File: src/rtl/seg_scan_mux.sv
// Time-multiplexed 7-segment scan driver: snapshots the packed BCD bus once per
// frame, then strobes one digit per slot with leading-zero blanking and a guard gap.
module seg_scan_mux #(
  parameter int unsigned NUM_DIGITS     = 4,
  parameter int unsigned SCAN_DIV       = 49_999,
  parameter int unsigned GUARD          = 16,
  parameter bit          SEG_ACTIVE_LOW = 1'b1,
  parameter bit          SEL_ACTIVE_LOW = 1'b1,
  parameter bit          BLANK_LEADING  = 1'b1
) (
  input  logic                    clk,
  input  logic                    rst_n,
  input  logic [4*NUM_DIGITS-1:0] bcd_in,
  input  logic [NUM_DIGITS-1:0]   dp_in,
  output logic [6:0]              seg,
  output logic                    dp,
  output logic [NUM_DIGITS-1:0]   sel,
  output logic                    frame_done
);

  localparam int unsigned BCD_W = 4 * NUM_DIGITS;
  localparam int unsigned P_W   = (SCAN_DIV > 0) ? $clog2(SCAN_DIV + 1) : 1;
  localparam int unsigned S_W   = (NUM_DIGITS > 1) ? $clog2(NUM_DIGITS) : 1;

  localparam logic [P_W-1:0] P_MAX   = P_W'(SCAN_DIV);
  localparam logic [P_W-1:0] P_GUARD = P_W'(GUARD);
  localparam logic [S_W-1:0] S_MAX   = S_W'(NUM_DIGITS - 1);

  localparam logic [6:0]            SEG_OFF = {7{SEG_ACTIVE_LOW}};
  localparam logic [NUM_DIGITS-1:0] SEL_OFF = {NUM_DIGITS{SEL_ACTIVE_LOW}};

  logic [P_W-1:0]        p_q;
  logic [S_W-1:0]        slot_q;
  logic [BCD_W-1:0]      bcd_q;
  logic [NUM_DIGITS-1:0] dp_q;

  logic                  load;
  logic [BCD_W-1:0]      bcd_eff;
  logic [NUM_DIGITS-1:0] dp_eff;
  logic [NUM_DIGITS-1:0] upper_nz;
  logic [3:0]            digit;
  logic                  dp_bit;
  logic                  blank;
  logic [6:0]            seg_nxt;
  logic [NUM_DIGITS-1:0] sel_nxt;

  function automatic logic [6:0] seg_decode(input logic [3:0] d);
    logic [6:0] s;
    case (d)
      4'h0: s = 7'h3F;
      4'h1: s = 7'h06;
      4'h2: s = 7'h5B;
      4'h3: s = 7'h4F;
      4'h4: s = 7'h66;
      4'h5: s = 7'h6D;
      4'h6: s = 7'h7D;
      4'h7: s = 7'h07;
      4'h8: s = 7'h7F;
      4'h9: s = 7'h6F;
      4'hA: s = 7'h77;
      4'hB: s = 7'h7C;
      4'hC: s = 7'h39;
      4'hD: s = 7'h5E;
      4'hE: s = 7'h79;
      default: s = 7'h71;
    endcase
    return s;
  endfunction

  assign load = (p_q == '0) && (slot_q == '0);

  // Prescaler and slot counter
  always_ff @(posedge clk or negedge rst_n) begin
    if (!rst_n) begin
      p_q    <= '0;
      slot_q <= '0;
    end else if (p_q == P_MAX) begin
      p_q    <= '0;
      slot_q <= (slot_q == S_MAX) ? '0 : slot_q + S_W'(1);
    end else begin
      p_q    <= p_q + P_W'(1);
    end
  end

  // Frame snapshot of the digit and decimal-point buses
  always_ff @(posedge clk or negedge rst_n) begin
    if (!rst_n) begin
      bcd_q <= '0;
      dp_q  <= '0;
    end else if (load) begin
      bcd_q <= bcd_in;
      dp_q  <= dp_in;
    end
  end

  // In the load cycle the fresh bus is decoded directly so the whole frame shows one snapshot
  always_comb begin
    bcd_eff  = load ? bcd_in : bcd_q;
    dp_eff   = load ? dp_in : dp_q;
    upper_nz = '0;
    for (int i = int'(NUM_DIGITS) - 1; i >= 0; i--) begin
      if (i == int'(NUM_DIGITS) - 1) upper_nz[i] = |bcd_eff[4*i +: 4];
      else                           upper_nz[i] = upper_nz[i+1] | (|bcd_eff[4*i +: 4]);
    end
  end

  always_comb begin
    digit   = '0;
    dp_bit  = 1'b0;
    blank   = 1'b0;
    sel_nxt = '0;
    for (int i = 0; i < int'(NUM_DIGITS); i++) begin
      if (slot_q == S_W'(i)) begin
        digit      = bcd_eff[4*i +: 4];
        dp_bit     = dp_eff[i];
        blank      = BLANK_LEADING && (i != 0) && !upper_nz[i];
        sel_nxt[i] = (p_q >= P_GUARD);
      end
    end
    seg_nxt = blank ? 7'h00 : seg_decode(digit);
  end

  // Registered, polarity-adjusted outputs
  always_ff @(posedge clk or negedge rst_n) begin
    if (!rst_n) begin
      seg        <= SEG_OFF;
      dp         <= SEG_ACTIVE_LOW;
      sel        <= SEL_OFF;
      frame_done <= 1'b0;
    end else begin
      seg        <= seg_nxt ^ SEG_OFF;
      dp         <= dp_bit ^ SEG_ACTIVE_LOW;
      sel        <= sel_nxt ^ SEL_OFF;
      frame_done <= load;
    end
  end

endmodule
File: config.mk
export PLATFORM = sky130hd
export DESIGN_NAME = seg_scan_mux
export DESIGN_NICKNAME = d
export VERILOG_FILES = /design/src/rtl/seg_scan_mux.sv
export SDC_FILE = /design/constraint.sdc
export NUM_CORES = 1
export LEC_CHECK = 0
export ABC_AREA = 1
export CAP_MARGIN = 5
export CORE_MARGIN = 1
export CORE_UTILIZATION = 37
export CTS_BUF_LIST = sky130_fd_sc_hd__clkbuf_4 sky130_fd_sc_hd__clkbuf_8 sky130_fd_sc_hd__clkbuf_16
export DETAILED_ROUTE_END_ITERATION = 8
export GPL_ROUTABILITY_DRIVEN = 1
export PLACE_DENSITY_LB_ADDON = 0.3
export SLEW_MARGIN = 15
export SYNTH_ARGS = -nofsm -noshare
export SYNTH_HDL_FRONTEND = slang
export SYNTH_SLANG_ARGS = --single-unit
export TNS_END_PERCENT = 50
File: constraint.sdc
create_clock -name clk -period 2.39 [get_ports clk]
set_input_delay 0.717 -clock clk [delete_from_list [all_inputs] [get_ports clk]]
set_output_delay 0.717 -clock clk [all_outputs]
set_load 0.02 [all_outputs]
Word-level counts from Yosys, hierarchy flattened

Memories as Yosys holds them, arrays and structs flattened.
Index checks and enable logic that the tools add are counted.

Logic and storage cells: 50
Bits of input ports: 22
Register bits: 51
Memory bits (read-only): 112
Output and inout port bits: 13
Bits in latches: 0
Bits in writable memories: 0
Memories: 1

Add/sub/neg operators: 2
$lt $le $gt $ge: 1
Reduce and logical (&&, ||, !) cells: 9
Mux-type cells: 20
Shift operators: 0
Multiply operators: 0
Bitwise operators: 5
Divide/modulo/power cells: 0
Equal/unequal tests: 4

Memory list:

| memory          | words | width | read ports | clocked after memory_dff | wr ports | RTL line | source |
|---|---|---|---|---|---|---|---|
| (no name shown) | 16    | 7     | 1          | 0                        | 0        | 49       | `case (d)` |

Operators with widths:

| kind                  | number |
|---|---|
| $mux 16               | 2 |
| $mux 4                | 5 |
| $add 16x1->16 const B | 1 |
| $eq 16x16->1 const B  | 1 |
| $ge 16x5->1 const B   | 1 |
| $logic_not 16->1      | 1 |
| $reduce_or 4->1       | 3 |
| $mux 1                | 11 |
| $mux 7                | 1 |
| $not 7->7             | 1 |
| $eq 2x2->1 const B    | 2 |
| $not 4->4             | 1 |
| $logic_not 1->1       | 3 |
| $add 2x1->2 const B   | 1 |
| $eq 2x1->1 const B    | 1 |
| $logic_not 2->1       | 1 |
| $mux 2                | 1 |
| $or 1x1->1            | 2 |
| $logic_and 1x1->1     | 1 |
| $not 1->1             | 1 |

Logic depth before layout (Yosys ltp)

Gate-level depths: netlist (run 1).

Depth in word-level cells: 12
Mapped depth: 20
Gate-level depth less buffers: 19

Worst setup path after synthesis (run 1)

No wires, ideal clock.

Path kind: register to register
Start point: register slot_q[0]
End point: register seg[1]
Period minus slack after synthesis: 2354 ps
Library setup time: 75 ps
Arrival: 2279 ps
Data required time: 2315 ps
Path buffers: 2
Cell stages (with the launch flop): 21
Slack: 36 ps
Cell sequence: dfrtp_1 > inv_1 > ha_1 > inv_1 > nor2_1 > nand2_1 > nor2_4 > nand2_4 > buf_6 > buf_8 > nand2_4 > nand3_1 > nand3_1 > nand3_2 > nand2_2 > inv_1 > ha_1 > nand3_1 > nand2_2 > inv_1 > nand2_1

Word-level cells in the longest chain between the ends: 12
Elaborated cells on any way between the ends: 24
Classes of those cells: 3 x eq/ne; 9 x mux; 3 x bitwise; 8 x reduce/logical; 1 x memory

Ends and longest elaborated chain:

| element                                                               | RTL line | source |
|---|---|---|
| from (decl)                                                           | 33       | `logic [S_W-1:0] slot_q;` |
| from (signal assigned)                                                | 79       | `slot_q <= (slot_q == S_MAX) ? '0 : slot_q + S_W'(1);` |
| parallel branches: the longest is 10 deep, another holds $mem_v2 16x7 | --       |  |
| $mux 7 *                                                              | 120      | `seg_nxt = blank ? 7'h00 : seg_decode(digit);` |
| $not 7->7 (no source line) *                                          | --       |  |
| to (signal assigned)                                                  | 131      | `seg <= seg_nxt ^ SEG_OFF;` |
| to (decl)                                                             | 15       | `output logic [6:0] seg,` |

Mark *: on every way between the ends.
A chain may end at the register's enable or synchronous reset.

Worst setup path in the final report (run 1)

Start point: register slot_q[0]
End point: register seg[5]

Elaborated cells on any way between the ends: 24
Classes of those cells: 3 x eq/ne; 9 x mux; 3 x bitwise; 8 x reduce/logical; 1 x memory

RTL lines:

| element                                                              | RTL line | source |
|---|---|---|
| $logic_not 2->1 *                                                    | 70       | `assign load = (p_q == '0) && (slot_q == '0);` |
| $logic_and 1x1->1 *                                                  | 70       |  |
| $mux 16 *                                                            | --       |  |
| via bcd_eff[4]                                                       | 38       | `logic [BCD_W-1:0] bcd_eff;` |
| parallel branches: the longest is 6 deep, another holds $mem_v2 16x7 | --       |  |
| $mux 7 *                                                             | 120      |  |
| $not 7->7 (no source line) *                                         | --       |  |

Mark *: on every way through the listed nets, which the timed path passes.

==> results of run 1 <==
## routing by layer
layer / GRT usage [%] / vias to the layer above / share of wire (%)
met2: 27.7 / 45 / 52
met1: 20.8 / 1201 / 43
met5: 0 / - / 0
li1: - / 1244 / -
met3: 2.96 / 11 / 3.7
met4: 4.70 / 0 / 1.7
## stage by stage
| step | utilization [%] | hold slack (ns) | setup WS, ns |
|---|---|---|---|
| 2_1_floorplan | - | 0.421 | 0.0360 |
| 3_3_place_gp | 47.5 | 0.461 | -0.0162 |
| 3_5_place_dp | 47.5 | 0.466 | -0.0600 |
| 4_1_cts | 49.5 | 0.383 | 0.00182 |
| 5_1_grt | 54.9 | 0.389 | -0.139 |
| 6_report | 54.9 | 0.351 | -0.00922 |
## report_power, final
group / internal [µW] / switching, µW / total [µW]
Clock: 217 / 294 / 511
Sequential: 898 / 8.12 / 906
Combinational: 111 / 123 / 234
Total: 1230 / 425 / 1650
## registers in the layout (all words and copies together) (netlist names)
name	cells
bcd_q	16
p_q	16
seg	7
dp_q	4
sel	4
slot_q	2
dp	1
frame_done	1
## critical path, cell delays in order, from the launching register on
cell,delay (ns)
dfrtp_1,0.40
inv_2,0.09
ha_4,0.13
inv_1,0.05
nor2_1,0.13
nand2_2,0.08
nor2_4,0.13
buf_12,0.14
nand2_8,0.11
nand2_4,0.09
nand2_2,0.07
nand2_2,0.09
nand3_4,0.08
nand3_4,0.10
nand2_8,0.09
inv_8,0.09
ha_4,0.13
nand3b_1,0.10
nand2_1,0.09
nand2_1,0.08
nand3_1,0.07
## repair_timing
item,4_1_cts,5_1_grt
cloned,0,1
gates resized for setup,9,67
setup buffers,3,11
pin swaps,5,29
setup endpoints to repair,4,8
## layout by cell type (no fill, tap or decap), drive strengths merged
cell           netlist  layout
a31oi                1       1
nor4                 2       2
nand4                5       5
o21ai                6       6
dfrtp               39      39
inv                 50      51
ha                  12      12
clkinv               1       1
dfstp               12      12
and2                 5       5
a21oi                7       7
xor2                 7       7
nand2              112     113
clkinvlp             0       1
clkbuf               0       6
nor3b                2       2
xnor2                2       2
clkdlybuf4s50        0      33
nor3                 7       7
nor2                22      22
nand3b               6       6
a41oi                1       1
buf                  6      44
nand3               41      41
## logic make-up after synthesis
logic type / Yosys count / synth area share, %
AO/OA/AOI/OAI: 15 / 2.78
AND/OR/NAND/NOR: 202 / 35.4
flip-flops: 51 / 44.9
buffers and inverters: 57 / 8.96
adder cells (fa/ha/maj): 12 / 5.22
XOR/XNOR: 9 / 2.74
## final timing paths
| kind | endpoint | depth (start not counted) | slack [ns] | startpoint |
|---|---|---|---|---|
| min in group clk | dp_q[3]$_DFF_PN0_ | 2 | 0.49 | dp_q[3]$_DFF_PN0_ |
| hold reg to reg | dp_q[3]$_DFF_PN0_ | 2 | 0.49 | dp_q[3]$_DFF_PN0_ |
| setup / recovery | seg[5]$_DFF_PN1_ | 20 | -0.009 | slot_q[0]$_DFFE_PN0N_ |
| setup reg to reg | seg[5]$_DFF_PN1_ | 20 | -0.009 | slot_q[0]$_DFFE_PN0N_ |
| max in group asynchronous | sel[0]$_DFF_PN1_ | 2 | 1.42 | rst_n |
| hold / removal | dp_q[1]$_DFF_PN0_ | 1 | 0.35 | rst_n |
## cell type report
type / count / area (µm²)
sequential: 51 / 1290
fill: 667 / 3330
tap: 99 / 124
clock buffer: 6 / 76.3
clock inverter: 2 / 12.5
inverter: 51 / 206
timing repair buffer: 77 / 698
multi-input combinational: 239 / 1630
==> run_summary.xml, run 1 <==
<?xml version="1.0" encoding="UTF-8"?>
<metrics>
  <group name="synth">
    <metric name="synthMostInstantiatedCell" unit="">nand2_1</metric>
    <metric name="synth.top_cells.by_area" unit="">dfrtp_1 34%, nand2_1 12%, dfstp_2 11%</metric>
    <metric name="synth.ff_latch_count" unit="">51</metric>
    <metric name="synthesized_area" unit="µm²">2880</metric>
    <metric name="yosys-top-cells-count" unit="">90 x nand2_1, 49 x inv_1, 39 x dfrtp_1</metric>
    <metric name="netlist_instances" unit="">346</metric>
    <metric name="synth-async-reset-ratio" unit="%">100</metric>
    <metric name="synth.top_cell.area_share" unit="%">33.9</metric>
    <metric name="synth_edf_count" unit="">0</metric>
    <metric name="mappedNetlistNets" unit="">380</metric>
    <metric name="post_synth_num_cell_types" unit="">32</metric>
    <metric name="synth.yosys.seq_area_share" unit="%">44.9</metric>
    <metric name="ys_warn_count" unit="">0</metric>
    <metric name="yosys.area.top_type" unit="">dfrtp_1</metric>
    <metric name="avgSynthCellArea" unit="µm²">8.31</metric>
    <metric name="ys_dominant_reg_cell" unit="">dfrtp_1</metric>
  </group>
  <group name="clocking">
    <metric name="cts_htree_levels" unit="">2</metric>
    <metric name="cts-root-to-sink-buffers" unit="">2</metric>
    <metric name="clk_root_buffer_cell" unit="">clkbuf_8</metric>
    <metric name="clock_insertion_delay_worst_skew" unit="ns">0.32</metric>
    <metric name="cts_sinks" unit="">51</metric>
    <metric name="cts_tree" unit="">yes</metric>
    <metric name="post_cts_hold_buffer_count" unit="">0</metric>
    <metric name="clk_transition_reported_paths" unit="ns">0.10</metric>
    <metric name="numCtsBuffers" unit="">5</metric>
  </group>
  <group name="grt">
    <metric name="grt_first_pass_wirelength" unit="µm">10700</metric>
    <metric name="grt_pass1_vias" unit="">2421</metric>
    <metric name="grt_max_degree" unit="">31</metric>
    <metric name="antenna_violations_before_repair" unit="">0</metric>
    <metric name="grt_use_total" unit="%">16.2</metric>
    <metric name="globalRoute.totalOverflow" unit="">0</metric>
  </group>
  <group name="place">
    <metric name="instance_area_after_placement" unit="µm²">3500</metric>
    <metric name="placed_cells_incl_taps" unit="">502</metric>
    <metric name="detailed_place_hpwl" unit="µm">4400</metric>
    <metric name="io_buffers" unit="">34</metric>
    <metric name="gp_routability_congestion" unit="">0.821</metric>
  </group>
  <group name="outcome">
    <metric name="violations" unit="">setup timing</metric>
    <metric name="status" unit="">finished with violations</metric>
  </group>
  <group name="timing">
    <metric name="skew" unit="ns">0.0163</metric>
    <metric name="fin_crit_sh" unit="%">100</metric>
    <metric name="grt_setup_unrepaired" unit="">true</metric>
    <metric name="finalSetupTns" unit="ns">-0.00922</metric>
    <metric name="total_count_of_max_transition_violations_in_the_final_report" unit="">0</metric>
    <metric name="worst_slew_margin_relative_to_its_limit" unit="%">66.4</metric>
    <metric name="finalSetupViolations" unit="">1</metric>
    <metric name="final_min_period" unit="ns">2.40</metric>
    <metric name="report.final.hold_viol_count" unit="">0</metric>
    <metric name="postLayoutSetupSlackWorst" unit="ns">-0.00922</metric>
    <metric name="clock.fmax" unit="MHz">417</metric>
    <metric name="worst_slew_pin_slew" unit="ns">0.503</metric>
  </group>
  <group name="detailed_routing">
    <metric name="viasPerCell" unit="">4.76</metric>
    <metric name="detail_route.first_pass.iterations" unit="">4</metric>
    <metric name="routedWlPerCell" unit="µm">12.6</metric>
    <metric name="drt_drc_violations_left" unit="">0</metric>
    <metric name="detailedRoute.firstIterationViolations" unit="">87</metric>
    <metric name="detailroute.via_count" unit="">2501</metric>
    <metric name="routed_wirelength" unit="µm">6640</metric>
    <metric name="antenna_left" unit="">0</metric>
  </group>
  <group name="finish">
    <metric name="layout-drive-gt1-share" unit="%">33.6</metric>
    <metric name="syn2layout_area_growth" unit="%">40.5</metric>
    <metric name="finish.cell_count_without_fillers" unit="">525</metric>
    <metric name="post-route-cell-area" unit="µm²">4040</metric>
    <metric name="nNetsFinal" unit="">459</metric>
    <metric name="n_antenna_cell" unit="">0</metric>
  </group>
  <group name="power_and_ir_drop">
    <metric name="cellLeakagePower" unit="µW">0.00195</metric>
    <metric name="power.total" unit="µW">1650</metric>
    <metric name="max-vdd-ir-drop" unit="mV">0.215</metric>
    <metric name="pwr_density_cell" unit="nW/µm²">408</metric>
  </group>
  <group name="floorplan">
    <metric name="std_cell_rows" unit="">31</metric>
    <metric name="initial_core_util" unit="%">39.0</metric>
    <metric name="die_h" unit="µm">90.2</metric>
    <metric name="area_of_the_die" unit="µm²">8130</metric>
    <metric name="io-pin-count" unit="">35</metric>
    <metric name="core_area" unit="µm²">7370</metric>
    <metric name="die-width" unit="µm">90.2</metric>
  </group>
  <group name="setup_path">
    <metric name="timing_worst_setup_path_type" unit="">reg -&gt; reg</metric>
    <metric name="critPathMaxFanout" unit="">8</metric>
    <metric name="timing.critical_path.arrival" unit="ns">2.64</metric>
    <metric name="crit_path_end_kind" unit="">flip-flop</metric>
    <metric name="cp_data_required_time" unit="ns">2.63</metric>
    <metric name="critical_path.startpoint_type" unit="">flip-flop</metric>
  </group>
  <group name="min_path">
    <metric name="hp-class" unit="">in -&gt; async</metric>
  </group>
  <group name="flow_run">
    <metric name="max-cap-violations" unit="">0</metric>
  </group>
</metrics>
Power figures use the tool's default switching activity.
==> run 2, diff against run 1 <==
--- a/config.mk
+++ b/config.mk
@@ -13,6 +13,7 @@
 export DETAILED_ROUTE_END_ITERATION = 8
 export GPL_ROUTABILITY_DRIVEN = 1
 export PLACE_DENSITY_LB_ADDON = 0.3
+export SKIP_CTS_REPAIR_TIMING = 1
 export SLEW_MARGIN = 15
 export SYNTH_ARGS = -nofsm -noshare
 export SYNTH_HDL_FRONTEND = slang
==> run 2 against run 1 <==
Net effect:
- the flow still finishes with violations (setup timing)
- global-route usage fell by 0.18 points
- highest routed layer unchanged
- maximum frequency decreased by 1.1%
- sequential power about the same
- count of clock-buffer cells in the layout unchanged
==> run_summary.xml, run 2 (synthesis gave the netlist of run 1 again) <==
<?xml version="1.0" encoding="UTF-8"?>
<metrics>
  <group name="power_and_ir_drop">
    <metric name="netSwitchingFraction" unit="%">24.9</metric>
    <metric name="power.net_switching" unit="µW">405</metric>
    <metric name="power.total" unit="µW">1620</metric>
    <metric name="cellLeakagePower" unit="µW">0.00192</metric>
    <metric name="relative_contribution_of_sequential_cells_to_total_power" unit="%">55.7</metric>
    <metric name="power.clock.fraction" unit="%">30.8</metric>
    <metric name="p_int" unit="µW">1220</metric>
    <metric name="pwr_density_cell" unit="nW/µm²">415</metric>
    <metric name="max-vdd-ir-drop" unit="mV">0.181</metric>
    <metric name="share_comb_of_total_power" unit="%">13.4</metric>
  </group>
  <group name="clocking">
    <metric name="cts_sinks" unit="">51</metric>
    <metric name="clk_transition_reported_paths" unit="ns">0.10</metric>
    <metric name="cts_tree" unit="">yes</metric>
    <metric name="clock_insertion_delay_worst_skew" unit="ns">0.30</metric>
    <metric name="numCtsBuffers" unit="">5</metric>
    <metric name="cts-root-to-sink-buffers" unit="">2</metric>
    <metric name="clk_root_buffer_cell" unit="">clkbuf_8</metric>
    <metric name="cts_htree_levels" unit="">2</metric>
  </group>
  <group name="setup_path">
    <metric name="timing_worst_setup_path_type" unit="">reg -&gt; reg</metric>
    <metric name="timing.critical_path.arrival" unit="ns">2.67</metric>
    <metric name="critPathMaxFanout" unit="">7</metric>
    <metric name="crit_path_end_kind" unit="">flip-flop</metric>
    <metric name="crit-reg2reg-launch" unit="">slot_q[0]$_DFFE_PN0N_</metric>
    <metric name="worstRegToRegCells" unit="">19</metric>
    <metric name="worst-r2r-setup-slack" unit="ns">-0.03</metric>
    <metric name="critical_path.startpoint_type" unit="">flip-flop</metric>
    <metric name="cp_data_required_time" unit="ns">2.64</metric>
    <metric name="endpoint_of_the_worst_slack_reg_to_reg_timing_path" unit="">seg[1]$_DFF_PN1_</metric>
  </group>
  <group name="timing">
    <metric name="final_min_period" unit="ns">2.42</metric>
    <metric name="skew" unit="ns">0.0126</metric>
    <metric name="fin_crit_sh" unit="%">101</metric>
    <metric name="total_count_of_max_transition_violations_in_the_final_report" unit="">0</metric>
    <metric name="grt_setup_unrepaired" unit="">true</metric>
    <metric name="clock.fmax" unit="MHz">412</metric>
    <metric name="worst_slew_pin_slew" unit="ns">0.502</metric>
    <metric name="finalSetupViolations" unit="">4</metric>
    <metric name="report.final.hold_viol_count" unit="">0</metric>
    <metric name="worst_slew_margin_relative_to_its_limit" unit="%">66.5</metric>
    <metric name="postLayoutSetupSlackWorst" unit="ns">-0.0349</metric>
  </group>
  <group name="floorplan">
    <metric name="std_cell_rows" unit="">31</metric>
    <metric name="die_h" unit="µm">90.2</metric>
    <metric name="area_of_the_die" unit="µm²">8130</metric>
    <metric name="die-width" unit="µm">90.2</metric>
    <metric name="initial_core_util" unit="%">39.0</metric>
    <metric name="core_area" unit="µm²">7370</metric>
    <metric name="io-pin-count" unit="">35</metric>
  </group>
  <group name="grt">
    <metric name="antenna_violations_before_repair" unit="">0</metric>
    <metric name="grt_max_degree" unit="">31</metric>
    <metric name="grt_first_pass_wirelength" unit="µm">10600</metric>
    <metric name="globalRoute.totalOverflow" unit="">0</metric>
    <metric name="grt_pass1_vias" unit="">2366</metric>
    <metric name="grt_use_total" unit="%">16.0</metric>
  </group>
  <group name="place">
    <metric name="placed_cells_incl_taps" unit="">502</metric>
    <metric name="detailed_place_hpwl" unit="µm">4400</metric>
    <metric name="io_buffers" unit="">34</metric>
    <metric name="gp_routability_congestion" unit="">0.821</metric>
  </group>
  <group name="finish">
    <metric name="nNetsFinal" unit="">454</metric>
    <metric name="biggestRegsByFlops" unit="">bcd_q: 16 flops, p_q: 16 flops, seg: 7 flops</metric>
    <metric name="layout.cells.most_common_list" unit="">81 x nand2_1, 42 x inv_1, 39 x dfrtp_1</metric>
    <metric name="layout.cells.most_common" unit="">nand2_1</metric>
    <metric name="n_antenna_cell" unit="">0</metric>
    <metric name="layout-drive-gt1-share" unit="%">31.1</metric>
    <metric name="finish.cell_count_without_fillers" unit="">520</metric>
    <metric name="fillers" unit="">696</metric>
    <metric name="syn2layout_area_growth" unit="%">35.9</metric>
  </group>
  <group name="outcome">
    <metric name="status" unit="">finished with violations</metric>
    <metric name="violations" unit="">setup timing</metric>
  </group>
  <group name="detailed_routing">
    <metric name="drt_drc_violations_left" unit="">0</metric>
    <metric name="detailroute.via_count" unit="">2436</metric>
    <metric name="viasPerCell" unit="">4.68</metric>
    <metric name="routed_wirelength" unit="µm">6300</metric>
    <metric name="antenna_left" unit="">0</metric>
    <metric name="detail_route.first_pass.iterations" unit="">4</metric>
    <metric name="detailedRoute.firstIterationViolations" unit="">104</metric>
    <metric name="routedWlPerCell" unit="µm">12.1</metric>
  </group>
  <group name="flow_run">
    <metric name="max-cap-violations" unit="">0</metric>
  </group>
  <group name="min_path">
    <metric name="hp-class" unit="">in -&gt; async</metric>
  </group>
</metrics>
## run 2: layer usage
| metal | up-vias | share of wire (%) | global-route usage (%) |
|---|---|---|---|
| met3 | 4 | 2.9 | 2.96 |
| met2 | 37 | 50 | 27.0 |
| met1 | 1159 | 46 | 20.9 |
| met5 | - | 0 | 0 |
| met4 | 0 | 0.65 | 4.44 |
| li1 | 1236 | - | - |
## run 2: worst max path at each step
stage	from	to	slack (ns)	cells past startpoint
5_1_grt	slot_q[1]$_DFFE_PN0N_	seg[4]$_DFF_PN1_	-0.16	19
3_5_place_dp	bcd_in[0]	seg[1]$_DFF_PN1_	-0.06	12
2_1_floorplan	slot_q[0]$_DFFE_PN0N_	seg[1]$_DFF_PN1_	0.04	20
6_report	slot_q[0]$_DFFE_PN0N_	seg[1]$_DFF_PN1_	-0.03	19
4_1_cts	slot_q[0]$_DFFE_PN0N_	seg[1]$_DFF_PN1_	-0.04	19
3_3_place_gp	bcd_in[0]	seg[1]$_DFF_PN1_	-0.02	12
## run 2: layout make-up
class	instances	area, µm²	share of cell area (%)
inverters	51	200	5.12
clock inverters	2	12.5	0.320
repair buffers	72	673	17.2
flip-flops and latches	51	1290	33.0
multi-input cells	239	1530	39.2
clock buffers	6	76.3	1.95
well taps	99	124	3.17
## run 2: power by group through the flow
stage	sequential (µW)	clock [µW]	combinational [µW]
5_1_grt	908	561	241
3_5_place_dp	922	0	191
4_1_cts	906	526	193
6_report	905	501	218
3_3_place_gp	922	0	190
2_1_floorplan	936	0	78.0
## run 2: worst max-delay path: stages, from the launching register on
cell	delay [ns]
dfrtp_1	0.39
inv_2	0.08
ha_4	0.13
inv_1	0.05
nor2_1	0.13
nand2_2	0.08
nor2_4	0.24
buf_6	0.17
nand3_2	0.06
nand2_2	0.09
nand2_2	0.06
nand3_2	0.07
nand3_2	0.11
nand2_4	0.15
inv_6	0.06
ha_4	0.28
nand3_2	0.08
nand2_2	0.07
inv_2	0.03
nand2_2	0.04
## run 2: metrics by stage
stage / hold WS, ns / util (%) / setup slack (ns) / TNS [ns] / area (µm²)
final: 0.364 / 53.0 / -0.0349 / -0.0893 / 3910
after detailed placement: 0.466 / 47.5 / -0.0600 / -0.117 / 3500
after floorplan: 0.421 / - / 0.0360 / 0 / 2880
after CTS: 0.383 / 48.7 / -0.0392 / -0.0685 / 3590
after global placement: 0.461 / 47.5 / -0.0162 / -0.0219 / 3500
after global routing: 0.401 / 53.0 / -0.162 / -0.986 / 3910
==> run 3, diff against run 2 <==
==> constraint.sdc (replaced) <==
create_clock -name clk -period 2.39 [get_ports clk]
set_input_delay 0.3585 -clock clk [delete_from_list [all_inputs] [get_ports clk]]
set_output_delay 0.3585 -clock clk [all_outputs]
set_load 0.02 [all_outputs]
==> run 3 against run 2 <==
Net effect:
- the flow now finishes without violations
- via count down 0.78%
- sequential power about the same
- total power up 6.0%
- largest cell class unchanged
- largest power group unchanged
- highest routed layer unchanged
==> run_summary.xml, run 3 (synthesis gave the netlist of run 1 again) <==
<?xml version="1.0" encoding="UTF-8"?>
<metrics>
  <group name="setup_path">
    <metric name="critical_path.startpoint_type" unit="">flip-flop</metric>
    <metric name="crit_path_end_kind" unit="">flip-flop</metric>
    <metric name="timing_worst_setup_path_type" unit="">reg -&gt; reg</metric>
    <metric name="timing.critical_path.arrival" unit="ns">2.55</metric>
    <metric name="critPathMaxFanout" unit="">7</metric>
    <metric name="cp_data_required_time" unit="ns">2.62</metric>
  </group>
  <group name="detailed_routing">
    <metric name="antenna_left" unit="">0</metric>
    <metric name="routed_wirelength" unit="µm">6240</metric>
    <metric name="detailroute.via_count" unit="">2417</metric>
    <metric name="detailedRoute.firstIterationViolations" unit="">71</metric>
    <metric name="routedWlPerCell" unit="µm">12.1</metric>
    <metric name="drt_drc_violations_left" unit="">0</metric>
    <metric name="viasPerCell" unit="">4.68</metric>
    <metric name="detail_route.first_pass.iterations" unit="">5</metric>
  </group>
  <group name="floorplan">
    <metric name="std_cell_rows" unit="">31</metric>
    <metric name="initial_core_util" unit="%">39.0</metric>
    <metric name="io-pin-count" unit="">35</metric>
    <metric name="die-width" unit="µm">90.2</metric>
    <metric name="area_of_the_die" unit="µm²">8130</metric>
    <metric name="core_area" unit="µm²">7370</metric>
    <metric name="die_h" unit="µm">90.2</metric>
  </group>
  <group name="timing">
    <metric name="finalSetupViolations" unit="">0</metric>
    <metric name="postLayoutSetupSlackWorst" unit="ns">0.0702</metric>
    <metric name="final_min_period" unit="ns">2.32</metric>
    <metric name="total_count_of_max_transition_violations_in_the_final_report" unit="">0</metric>
    <metric name="worst_slew_pin_slew" unit="ns">0.753</metric>
    <metric name="finalSetupTns" unit="ns">0</metric>
    <metric name="fin_crit_sh" unit="%">97.1</metric>
    <metric name="report.final.hold_viol_count" unit="">0</metric>
    <metric name="clock.fmax" unit="MHz">431</metric>
    <metric name="grt_setup_unrepaired" unit="">true</metric>
    <metric name="worst_slew_margin_relative_to_its_limit" unit="%">49.8</metric>
    <metric name="skew" unit="ns">0.0117</metric>
  </group>
  <group name="power_and_ir_drop">
    <metric name="cellLeakagePower" unit="µW">0.00191</metric>
    <metric name="max-vdd-ir-drop" unit="mV">0.288</metric>
    <metric name="pwr_density_cell" unit="nW/µm²">451</metric>
  </group>
  <group name="clocking">
    <metric name="cts-root-to-sink-buffers" unit="">2</metric>
    <metric name="cts_sinks" unit="">51</metric>
    <metric name="cts_tree" unit="">yes</metric>
    <metric name="clk_root_buffer_cell" unit="">clkbuf_8</metric>
    <metric name="clock_insertion_delay_worst_skew" unit="ns">0.30</metric>
    <metric name="cts_htree_levels" unit="">2</metric>
    <metric name="clk_transition_reported_paths" unit="ns">0.09</metric>
    <metric name="numCtsBuffers" unit="">5</metric>
  </group>
  <group name="flow_run">
    <metric name="max-cap-violations" unit="">0</metric>
  </group>
  <group name="place">
    <metric name="dp_slack" unit="ns">0.0103</metric>
    <metric name="gp_routability_congestion" unit="">0.835</metric>
    <metric name="detailed_place_hpwl" unit="µm">4470</metric>
    <metric name="io_buffers" unit="">34</metric>
  </group>
  <group name="finish">
    <metric name="nNetsFinal" unit="">450</metric>
    <metric name="n_antenna_cell" unit="">0</metric>
    <metric name="layout.cells.most_common_list" unit="">84 x nand2_1, 43 x inv_1, 39 x dfrtp_1</metric>
    <metric name="layout.cells.most_common" unit="">nand2_1</metric>
    <metric name="syn2layout_area_growth" unit="%">32.6</metric>
    <metric name="layout-drive-gt1-share" unit="%">28.1</metric>
    <metric name="biggestRegsByFlops" unit="">bcd_q: 16 flops, p_q: 16 flops, seg: 7 flops</metric>
  </group>
  <group name="grt">
    <metric name="globalRoute.totalOverflow" unit="">0</metric>
    <metric name="antenna_violations_before_repair" unit="">0</metric>
    <metric name="grt_pass1_vias" unit="">2302</metric>
    <metric name="grt_max_degree" unit="">36</metric>
    <metric name="grt_use_total" unit="%">15.9</metric>
    <metric name="grt_first_pass_wirelength" unit="µm">10500</metric>
  </group>
  <group name="outcome">
    <metric name="status" unit="">finished, final reports clean</metric>
  </group>
  <group name="min_path">
    <metric name="hp-class" unit="">in -&gt; async</metric>
  </group>
</metrics>
run 3: final timing paths:
kind / start / to / slack [ns] / depth (start not counted)
worst min-delay path: rst_n / bcd_q[0]$_DFF_PN0_ / 0.11 / 1
min in group clk: dp_q[0]$_DFF_PN0_ / dp_q[0]$_DFF_PN0_ / 0.48 / 2
worst max register to register: slot_q[0]$_DFFE_PN0N_ / seg[3]$_DFF_PN1_ / 0.07 / 19
worst max-delay path: slot_q[0]$_DFFE_PN0N_ / seg[3]$_DFF_PN1_ / 0.07 / 19
worst min register to register: dp_q[0]$_DFF_PN0_ / dp_q[0]$_DFF_PN0_ / 0.48 / 2
max in group asynchronous: rst_n / p_q[10]$_DFF_PN0_ / 1.63 / 2
run 3: layer usage:
layer / track usage [%] / wire [µm]
met5: 0 / 0
met2: 27.0 / 3040
met1: 20.7 / 2890
met3: 3.05 / 237
met4: 3.90 / 69
run 3: cell type report:
type / instances / area, µm²
Tap cell: 99 / 124
Inverter: 51 / 200
Sequential cell: 51 / 1290
Clock buffer: 7 / 83.8
Clock inverter: 1 / 30.0
Fill cell: 692 / 3560
Timing Repair Buffer: 68 / 609
Multi-Input combinational cell: 239 / 1480
run 3: stage by stage:
stage	hold WS [ns]	total power [µW]	instance area, µm²	util [%]	instances
6_report	0.113	1720	3810	51.7	516
5_1_grt	0.188	1800	3810	51.7	516
4_1_cts	0.137	1730	3560	48.3	504
3_5_place_dp	0.464	1110	3440	46.7	496
3_3_place_gp	0.459	1110	3440	46.7	496
2_1_floorplan	0.0629	1010	2880	-	346
run 3: where the power goes:
group / internal [µW] / switching [µW] / total [µW] / leakage (µW)
Sequential: 898 / 7.88 / 906 / 0.000610
Combinational: 94.9 / 109 / 204 / 0.00124
Clock: 336 / 275 / 612 / 0.0000593
Total: 1330 / 392 / 1720 / 0.00191
run 3: worst max-delay path, stage by stage (launching register included):
cell     delay [ns]
dfrtp_1        0.40
inv_2          0.09
ha_4           0.14
inv_2          0.04
nor2_1         0.09
nand2_1        0.09
nor2_4         0.13
buf_6          0.14
nand2_4        0.09
nand2_2        0.07
nand3_1        0.08
nand3_2        0.08
nand3_1        0.09
nand2_2        0.17
inv_4          0.08
ha_4           0.17
inv_1          0.08
nand3_1        0.08
nand3_1        0.08
nand3_1        0.07
